==> src/rtl/uart_rx_fifo_if.sv <==
// Receive-FIFO signal bundle: the receiver/bus side drives strobes (master),
// the FIFO returns data and status (slave).
interface uart_rx_fifo_if #(
  parameter int DATA_WIDTH = 8,
  parameter int DEPTH_LOG2 = 4
);
  logic                  wr_valid;
  logic [DATA_WIDTH-1:0] wr_data;
  logic                  rd_en;
  logic [DATA_WIDTH-1:0] rd_data;
  logic                  flush;
  logic                  overrun_clr;
  logic                  empty;
  logic                  full;
  logic [DEPTH_LOG2:0]   count;
  logic                  overrun;
  logic                  lvl_irq;

  modport master (
    output wr_valid, wr_data, rd_en, flush, overrun_clr,
    input  rd_data, empty, full, count, overrun, lvl_irq
  );

  modport slave (
    input  wr_valid, wr_data, rd_en, flush, overrun_clr,
    output rd_data, empty, full, count, overrun, lvl_irq
  );
endinterface

==> src/rtl/uart_rx_fifo.sv <==
// UART receive FIFO: first-word fall-through circular buffer with sticky
// overrun flag and registered fill-level interrupt.
module uart_rx_fifo #(
  parameter int DATA_WIDTH = 8,
  parameter int DEPTH_LOG2 = 4,
  parameter int THRESHOLD  = 8
) (
  input  logic          ACLK,
  input  logic          ARESETn,
  uart_rx_fifo_if.slave fifo
);
  localparam int DEPTH = 1 << DEPTH_LOG2;
  localparam logic [DEPTH_LOG2:0] DEPTH_C = (DEPTH_LOG2+1)'(DEPTH);
  localparam logic [DEPTH_LOG2:0] THR_C   = (DEPTH_LOG2+1)'(THRESHOLD);

  logic [DATA_WIDTH-1:0] mem [DEPTH];
  logic [DEPTH_LOG2-1:0] wr_ptr, rd_ptr;
  logic [DEPTH_LOG2:0]   cnt, cnt_nxt;
  logic                  overrun_q, lvl_irq_q;
  logic                  pop_ok, push_ok, drop;

  // A pop in the same cycle frees a slot, so a full FIFO can still accept.
  always_comb begin
    pop_ok  = fifo.rd_en && (cnt != '0);
    push_ok = fifo.wr_valid && ((cnt != DEPTH_C) || pop_ok);
    drop    = fifo.wr_valid && !push_ok && !fifo.flush;
    cnt_nxt = cnt;
    if (fifo.flush)
      cnt_nxt = '0;
    else if (push_ok && !pop_ok)
      cnt_nxt = cnt + 1'b1;
    else if (pop_ok && !push_ok)
      cnt_nxt = cnt - 1'b1;
  end

  always_ff @(posedge ACLK or negedge ARESETn) begin
    if (!ARESETn) begin
      wr_ptr    <= '0;
      rd_ptr    <= '0;
      cnt       <= '0;
      overrun_q <= 1'b0;
      lvl_irq_q <= 1'b0;
    end else begin
      cnt       <= cnt_nxt;
      lvl_irq_q <= (cnt_nxt >= THR_C);
      if (fifo.flush) begin
        wr_ptr <= '0;
        rd_ptr <= '0;
      end else begin
        if (push_ok) wr_ptr <= wr_ptr + 1'b1;
        if (pop_ok)  rd_ptr <= rd_ptr + 1'b1;
      end
      // Set wins over clear when a drop coincides with overrun_clr.
      if (drop)
        overrun_q <= 1'b1;
      else if (fifo.overrun_clr)
        overrun_q <= 1'b0;
    end
  end

  // Storage carries no reset; validity is tracked entirely by cnt.
  always_ff @(posedge ACLK) begin
    if (push_ok && !fifo.flush)
      mem[wr_ptr] <= fifo.wr_data;
  end

  assign fifo.rd_data = mem[rd_ptr];
  assign fifo.empty   = (cnt == '0);
  assign fifo.full    = (cnt == DEPTH_C);
  assign fifo.count   = cnt;
  assign fifo.overrun = overrun_q;
  assign fifo.lvl_irq = lvl_irq_q;
endmodule

==> src/flat_wrapper.sv <==
// flat-port wrapper written by rule: the top's interface ports become plain ports
module uart_rx_fifo_flat 
#(
  parameter int DATA_WIDTH = 8,
  parameter int DEPTH_LOG2 = 4,
  parameter int THRESHOLD  = 8
)
  (ACLK, ARESETn, fifo_wr_valid, fifo_wr_data, fifo_rd_en, fifo_flush, fifo_overrun_clr, fifo_rd_data, fifo_empty, fifo_full, fifo_count, fifo_overrun, fifo_lvl_irq);
  uart_rx_fifo_if #(.DATA_WIDTH(DATA_WIDTH), .DEPTH_LOG2(DEPTH_LOG2)) fifo_i ();
  input  logic ACLK;
  input  logic ARESETn;
  input wire logic [$bits(fifo_i.wr_valid)-1:0] fifo_wr_valid;
  input wire logic [$bits(fifo_i.wr_data)-1:0] fifo_wr_data;
  input wire logic [$bits(fifo_i.rd_en)-1:0] fifo_rd_en;
  input wire logic [$bits(fifo_i.flush)-1:0] fifo_flush;
  input wire logic [$bits(fifo_i.overrun_clr)-1:0] fifo_overrun_clr;
  output wire logic [$bits(fifo_i.rd_data)-1:0] fifo_rd_data;
  output wire logic [$bits(fifo_i.empty)-1:0] fifo_empty;
  output wire logic [$bits(fifo_i.full)-1:0] fifo_full;
  output wire logic [$bits(fifo_i.count)-1:0] fifo_count;
  output wire logic [$bits(fifo_i.overrun)-1:0] fifo_overrun;
  output wire logic [$bits(fifo_i.lvl_irq)-1:0] fifo_lvl_irq;
  assign fifo_i.wr_valid = fifo_wr_valid;
  assign fifo_i.wr_data = fifo_wr_data;
  assign fifo_i.rd_en = fifo_rd_en;
  assign fifo_i.flush = fifo_flush;
  assign fifo_i.overrun_clr = fifo_overrun_clr;
  assign fifo_rd_data = fifo_i.rd_data;
  assign fifo_empty = fifo_i.empty;
  assign fifo_full = fifo_i.full;
  assign fifo_count = fifo_i.count;
  assign fifo_overrun = fifo_i.overrun;
  assign fifo_lvl_irq = fifo_i.lvl_irq;
  uart_rx_fifo #(.DATA_WIDTH(DATA_WIDTH), .DEPTH_LOG2(DEPTH_LOG2), .THRESHOLD(THRESHOLD)) u_core (.ACLK(ACLK), .ARESETn(ARESETn), .fifo(fifo_i));
endmodule
==> config.mk <==
export PLATFORM = sky130hd
export DESIGN_NAME = uart_rx_fifo_flat
export DESIGN_NICKNAME = d
export VERILOG_FILES = /design/src/rtl/uart_rx_fifo_if.sv /design/src/rtl/uart_rx_fifo.sv /design/src/flat_wrapper.sv
export SDC_FILE = /design/constraint.sdc
export NUM_CORES = 1
export LEC_CHECK = 0
export ABC_CLOCK_PERIOD_IN_PS = 2150
export CORE_MARGIN = 3
export CORE_UTILIZATION = 35
export DETAILED_ROUTE_END_ITERATION = 12
export HOLD_SLACK_MARGIN = 0.06
export PLACE_DENSITY = 0.54
export SYNTH_ARGS = -nofsm -noshare
export SYNTH_HDL_FRONTEND = slang
export SYNTH_SLANG_ARGS = --single-unit
==> constraint.sdc <==
create_clock -name ACLK -period 2.15 [get_ports ACLK]
set_input_delay 0.43 -clock ACLK [delete_from_list [all_inputs] [get_ports ACLK]]
set_output_delay 0.43 -clock ACLK [all_outputs]
set_load 0.01 [all_outputs]
==> impl_metrics.tcl, run 1 <==
set metrics [dict create \
    status "complete, but fails checks" \
    violations_in_the_final_reports "setup timing" \
    rsz0062_at_grt "true" \
    hp-class "input port to async pin" \
    yosysSeqAreaShare_pct 72.08 \
    timing.critical_path.arrival_ns 2.04 \
    ys_warnings 0 \
    first_global_vias 3455 \
    synth-main-ff-cell "edfxtp_1" \
    critPathSlowestCell "mux4_2" \
    critical_path.top_delay_family "multiplexers" \
    num_vias 3183 \
    total_leakage_power_uw 0.002627 \
    buffer_ports.inserted 30 \
    fp-row-count 46 \
    ff2ff_setup_slack_ns 0.17 \
    final_max_slew_viol_count 0 \
    fillers 1397 \
    chipHeight_um 135.3 \
    nets 438 \
    routed_via_density 4.927 \
    setup.worst_path.end_class "output port" \
    synth.net_count 344 \
    grt-ovfl-total 0 \
    final_layout_size_suffix_gt1_share_pct 37.91 \
    core-area_mm2 0.01612 \
    total_power_uw 7748 \
    clock_sink_count 143 \
    diode_count 0 \
    first_iter_violations 182 \
    route.detailed.wl_per_inst_um 18.85 \
    drc 0 \
    postCtsHoldBufs 0 \
    worst_skew_pair.late_latency_ns 0.42 \
    synthMostInstantiatedCell "edfxtp_1" \
    synth_enable_flop_cells 128 \
    min_period_over_period_pct 114.7 \
    antenna_found_initial 0 \
    finish_stage_setup_viols 8 \
    ys_ff_latch 143 \
    worstMarginPinSlew_ns 0.8061 \
    syn_area_per_cell_um2 18.12 \
    global_routing_usage_summed_across_all_routing_layers_pct 14.56 \
    start_to_end_type_of_the_worst_setup_path "flop to output port" \
    timing.critical_path.cells "buf_12 > buf_12 > mux4_2 > a22oi_2 > nand2_1 > buf_2" \
    number_of_cells_on_the_critical_path 6 \
    fmaxAchievable_mhz 405.6 \
    synth_cells 323 \
    worst_setup_path_startpoint "u_core.rd_ptr[0]" \
    power.density_cell_area_mw_per_mm2 1027 \
    cts_max_level 4 \
    finalWorstSetupSlack_ns -0.3154 \
    top_level_port_count 31 \
    die_w_um 135.3 \
    gp_congestion 0.7807 \
    critPathMostFrequentCell "buf_12" \
    wp_data_required_ns 1.72 \
    clock_tree.buffer_depth 2 \
    total_routed_length_mm 12.18 \
    drt_first_pass_iters 4 \
    netlist_area_pre_place_mm2 0.005853 \
    final-instance-count-excl-fill 646 \
    stage_delay_of_the_slowest_cell_on_the_critical_path_ns 0.51 \
    finalWorstPathRequiredPeriod_ns 2.465 \
    cts_made_buffers 17 \
    synth.area.top_cells "edfxtp_1 (66%), mux4_2 (12%), dfrtp_1 (6.4%), a22oi_1 (2.1%), nor2_1 (1.7%)" \
    ff_to_ff_path_depth 8 \
    critical_path.startpoint_type "flop" \
    fp.dieArea_mm2 0.01831 \
    worst_ir_drop_vdd_mv 0.6951 \
    timing.rr.start "u_core.fifo.count[1]" \
    worstPathBufferInverterCount 3 \
    yosys.area.top_type "edfxtp_1" \
    endpoint "fifo_rd_data[0]" \
    ys_top_cells_by_count "edfxtp_1 (128), mux4_2 (32), nor2_1 (26), a22oi_1 (16)" \
    worstPathMaxFanout 7 \
    cts_tree "built" \
    global_route_wire_length_before_repair_mm 19.64 \
    fraction_of_synthesized_cell_area_taken_by_the_top_area_cell_type_pct 65.67 \
    largest_net_degree_at_the_start_of_global_routing 23 \
    pre_cts_ws_ns -0.2854 \
    start_util_pct 36.32 \
    root_buffer "clkbuf_16" \
    async_reset_ff_share_pct 10.49 \
    synthToLayoutAreaGrowth_pct 28.84 \
    reg2reg_to "u_core.fifo.count[2]" \
    place.detailed.instances 603 \
    antenna_violating_nets_post_route 0 \
    timing.max_slew.rel_slack_pct 46.15 \
    cts.clk_slew.worst_paths_ns 0.06 \
    timing_hold_violations_final 0 \
    max-cap-violations 0 \
    synth_cell_type_count 43 \
    worst_clock_skew_ns 0.01024 \
    dpl.hpwl_mm 8.251 \
]
==> how the worst min path moves through the flow <==
stage / from / slack (ns) / to
floorplan: ARESETn / 0.13 / u_core.fifo.count[0]
global placement: u_core.fifo.overrun / 0.53 / u_core.fifo.overrun
detailed placement: u_core.fifo.overrun / 0.52 / u_core.fifo.overrun
CTS: ARESETn / 0.33 / u_core.fifo.count[1]
global route: ARESETn / 0.36 / u_core.fifo.count[1]
finish: ARESETn / 0.34 / u_core.fifo.count[1]
==> placed cells by master, fill, tap and decap left out, types with 3 or more instances in the layout <==
cell type,Yosys,final
buf_4,0,55
nand3_1,4,4
mux2i_1,3,3
nor3_2,0,3
buf_2,4,7
nand2_1,15,15
nor2_1,26,26
dfrtp_1,15,14
mux4_2,32,32
clkdlybuf4s50_1,0,20
nor2b_1,5,4
buf_6,1,4
nor3_1,6,3
a22oi_2,1,15
xor2_1,5,5
clkinv_4,0,3
ha_1,7,6
nand2b_1,6,6
clkinvlp_4,0,3
edfxtp_1,128,128
clkinv_1,0,3
buf_12,0,6
inv_1,7,6
clkbuf_16,0,17
==> per-stage QoR <==
stage	TNS (ns)	hold WS [ns]	utilization, %	cell area, µm²
after floorplan	-2.111	0.1344	-	5863
after global placement	-2.961	0.5294	42.17	6795
after detailed placement	-7.185	0.5220	42.17	6795
after CTS	-2.680	0.3310	46.41	7480
after global routing	-2.935	0.3593	46.79	7541
final	-2.268	0.3400	46.79	7541
==> power breakdown <==
group | internal (µW) | total (µW) | switching [µW]
logic | 1020 | 1790 | 767
registers | 3090 | 3130 | 40.5
clock network | 1700 | 2830 | 1130
total | 5810 | 7750 | 1940
==> registers in the layout, indices dropped and copies added, names as in the netlist <==
signal / count
u_core.mem: 128
u_core.fifo.count: 5
u_core.rd_ptr: 4
u_core.wr_ptr: 4
u_core.fifo.lvl_irq: 1
u_core.fifo.overrun: 1
==> cell type report <==
| class | count | area, µm² | area share, % |
|---|---|---|---|
| Inverter | 8 | 32.53 | 0.4314 |
| Clock inverter | 14 | 142.6 | 1.891 |
| Timing Repair Buffer | 93 | 818.3 | 10.85 |
| Tap cell | 216 | 270.3 | 3.584 |
| Sequential cell | 143 | 4220 | 55.96 |
| Multi-Input combinational cell | 154 | 1628 | 21.59 |
| Clock buffer | 18 | 429.2 | 5.691 |
==> per-layer routing <==
metal / track usage (%) / share of wire [%]
met5: 0 / 0
met1: 18.73 / 43
met2: 23.95 / 51
met4: 5.039 / 1.3
met3: 3.975 / 4.6
==> cells by family (layout without fill, tap and decap cells) <==
| group | after synthesis | count (layout) | share of synthesized area, % |
|---|---|---|---|
| and+or+nand+nor | 72 | 72 | 6.028 |
| muxes | 37 | 37 | 13.27 |
| adders and majority gates | 7 | 7 | 1.496 |
| buffers and inverters | 26 | 133 | 1.881 |
| DFF | 143 | 143 | 72.08 |
| AOI/OAI and AO/OA | 31 | 31 | 4.190 |
| xor gates and xnor gates | 7 | 7 | 1.047 |
==> what timing repair did <==
action / 4_1_cts / 5_1_grt
setup buffers: 9 / 3
resized for setup: 55 / 13
setup endpoints to repair: 15 / 67
pin swaps: 12 / 4
hold endpoints to repair: 0 / 0
(Power assumes the default switching activity.)
==> run 2: changes to the inputs <==
SKIP_CTS_REPAIR_TIMING = 1   (was default)
==> run 2 against run 1 <==
Compared with the run above: the flow still finishes with violations (setup timing); critical path depth is the same; setup slack got worse by 0.064 ns; routed wire length increased by 0.93%; power grew 1.3%; count of clock-buffer cells in the layout stayed put; combinational power increased by 5%; critical endpoint is now fifo_rd_data[3]; largest power group unchanged.
==> impl_metrics.tcl, run 2 (same netlist as run 1, synthesis figures left out) <==
set metrics [dict create \
    status "complete, but fails checks" \
    violations_in_the_final_reports "setup timing" \
    route.detailed.wl_per_inst_um 18.88 \
    layout.cells.most_common_list "edfxtp_1 (128), buf_4 (56), mux4_2 (32), nor2_1 (26), clkdlybuf4s50_1 (20)" \
    min_period_over_period_pct 117.7 \
    worst_ir_drop_vdd_mv 0.6643 \
    flip_flop_count_of_the_largest_register_after_layout 128 \
    antenna_found_initial 0 \
    start_to_end_type_of_the_worst_setup_path "flop to output port" \
    hp-class "input port to async pin" \
    total_routed_length_mm 12.29 \
    core-area_mm2 0.01612 \
    first_global_vias 3428 \
    cts.clk_slew.worst_paths_ns 0.06 \
    worst_clock_skew_ns 0.009560 \
    global_routing_usage_summed_across_all_routing_layers_pct 14.28 \
    finish_stage_setup_viols 8 \
    ff_to_ff_path_depth 8 \
    largest_register "u_core.mem" \
    gp_congestion 0.7807 \
    nets 443 \
    timing_hold_violations_final 0 \
    final_layout_size_suffix_gt1_share_pct 38.16 \
    num_vias 3212 \
    timing.max_slew.rel_slack_pct 42.81 \
    worst_skew_pair.late_latency_ns 0.42 \
    setup.worst_path.end_class "output port" \
    chipHeight_um 135.3 \
    cts_tree "built" \
    cts_made_buffers 17 \
    power.density_cell_area_mw_per_mm2 1032 \
    fmaxAchievable_mhz 395.3 \
    fp.dieArea_mm2 0.01831 \
    final_common_cell "edfxtp_1" \
    drt_first_pass_iters 4 \
    synthToLayoutAreaGrowth_pct 30.06 \
    cts_max_level 4 \
    finalWorstSetupSlack_ns -0.3798 \
    wp_data_required_ns 1.72 \
    final_max_slew_viol_count 0 \
    timing.critical_path.arrival_ns 2.10 \
    routed_via_density 4.934 \
    largest_net_degree_at_the_start_of_global_routing 23 \
    max-cap-violations 0 \
    finalSetupTns_ns -2.767 \
    rsz0062_at_grt "true" \
    top_level_port_count 31 \
    antenna_violating_nets_post_route 0 \
    global_route_wire_length_before_repair_mm 19.26 \
    total_leakage_power_uw 0.002682 \
    dpl.hpwl_mm 8.251 \
    die_w_um 135.3 \
    buffer_ports.inserted 30 \
    clock_sink_count 143 \
    worstMarginPinSlew_ns 0.8561 \
    first_iter_violations 224 \
    clock_tree.buffer_depth 2 \
    critical_path.startpoint_type "flop" \
    start_util_pct 36.32 \
    worstPathMaxFanout 6 \
    grt-ovfl-total 0 \
    pre_cts_ws_ns -0.2854 \
    drc 0 \
    diode_count 0 \
    fp-row-count 46 \
    finalWorstPathRequiredPeriod_ns 2.530 \
    root_buffer "clkbuf_16" \
]
run 2: cell count changes in the layout (fill, tap and decap cells not counted):
cell / before / now
buf_6: 4 / 7
nor2b_2: 1 / 0
buf_2: 7 / 2
buf_12: 6 / 4
clkbuf_2: 1 / 5
nor2b_1: 4 / 5
clkbuf_16: 17 / 19
buf_8: 0 / 1
buf_4: 55 / 56
dlymetal6s2s_1: 0 / 1
run 2: routing by layer:
metal	vias to the layer above	GRT usage, %	routed length [µm]
met3	13	3.975	473
met4	0	5.151	160
met2	63	23.34	6261
met5	-	0	0
met1	1656	18.37	5394
li1	1480	-	-
run 2: cell type report:
type	count	area [µm²]
Sequential cell	143	4220
Fill cell	1381	8503
Clock buffer	18	429.2
Tap cell	216	270.3
Inverter	8	32.53
Clock inverter	14	142.6
Timing Repair Buffer	98	892.1
Multi-Input combinational cell	154	1625
run 2: power breakdown:
group | switching, µW | internal (µW)
registers | 47.4 | 3090
logic | 787 | 1100
clock network | 1130 | 1700
total | 1970 | 5890
run 2: stage by stage:
stage / instance area (µm²) / util, % / hold WS [ns] / total power, µW / std cells
after floorplan: 5863 / - / 0.1344 / 4104 / 323
after detailed placement: 6795 / 42.17 / 0.5220 / 4781 / 603
after CTS: 7367 / 45.71 / 0.3310 / 7623 / 635
after global placement: 6795 / 42.17 / 0.5294 / 4773 / 603
final: 7612 / 47.24 / 0.3391 / 7853 / 651
after global routing: 7612 / 47.24 / 0.3593 / 8207 / 651
run 2: path summary, 6_finish.rpt:
path | end | slack (ns) | from
min in group ACLK | u_core.fifo.overrun | 0.53 | u_core.fifo.overrun
max | fifo_rd_data[3] | -0.38 | u_core.rd_ptr[0]
min reg2reg | u_core.fifo.overrun | 0.53 | u_core.fifo.overrun
max reg2reg | u_core.fifo.count[2] | 0.17 | u_core.fifo.count[0]
min | u_core.fifo.count[1] | 0.34 | ARESETn
max in group asynchronous | u_core.rd_ptr[0] | 1.59 | ARESETn
run 2: critical path, stage by stage (launching register included):
cell	delay [ns]
dfrtp_2	0.47
buf_8	0.15
buf_4	0.11
mux4_2	0.53
a22oi_2	0.21
nand2_1	0.08
buf_2	0.15
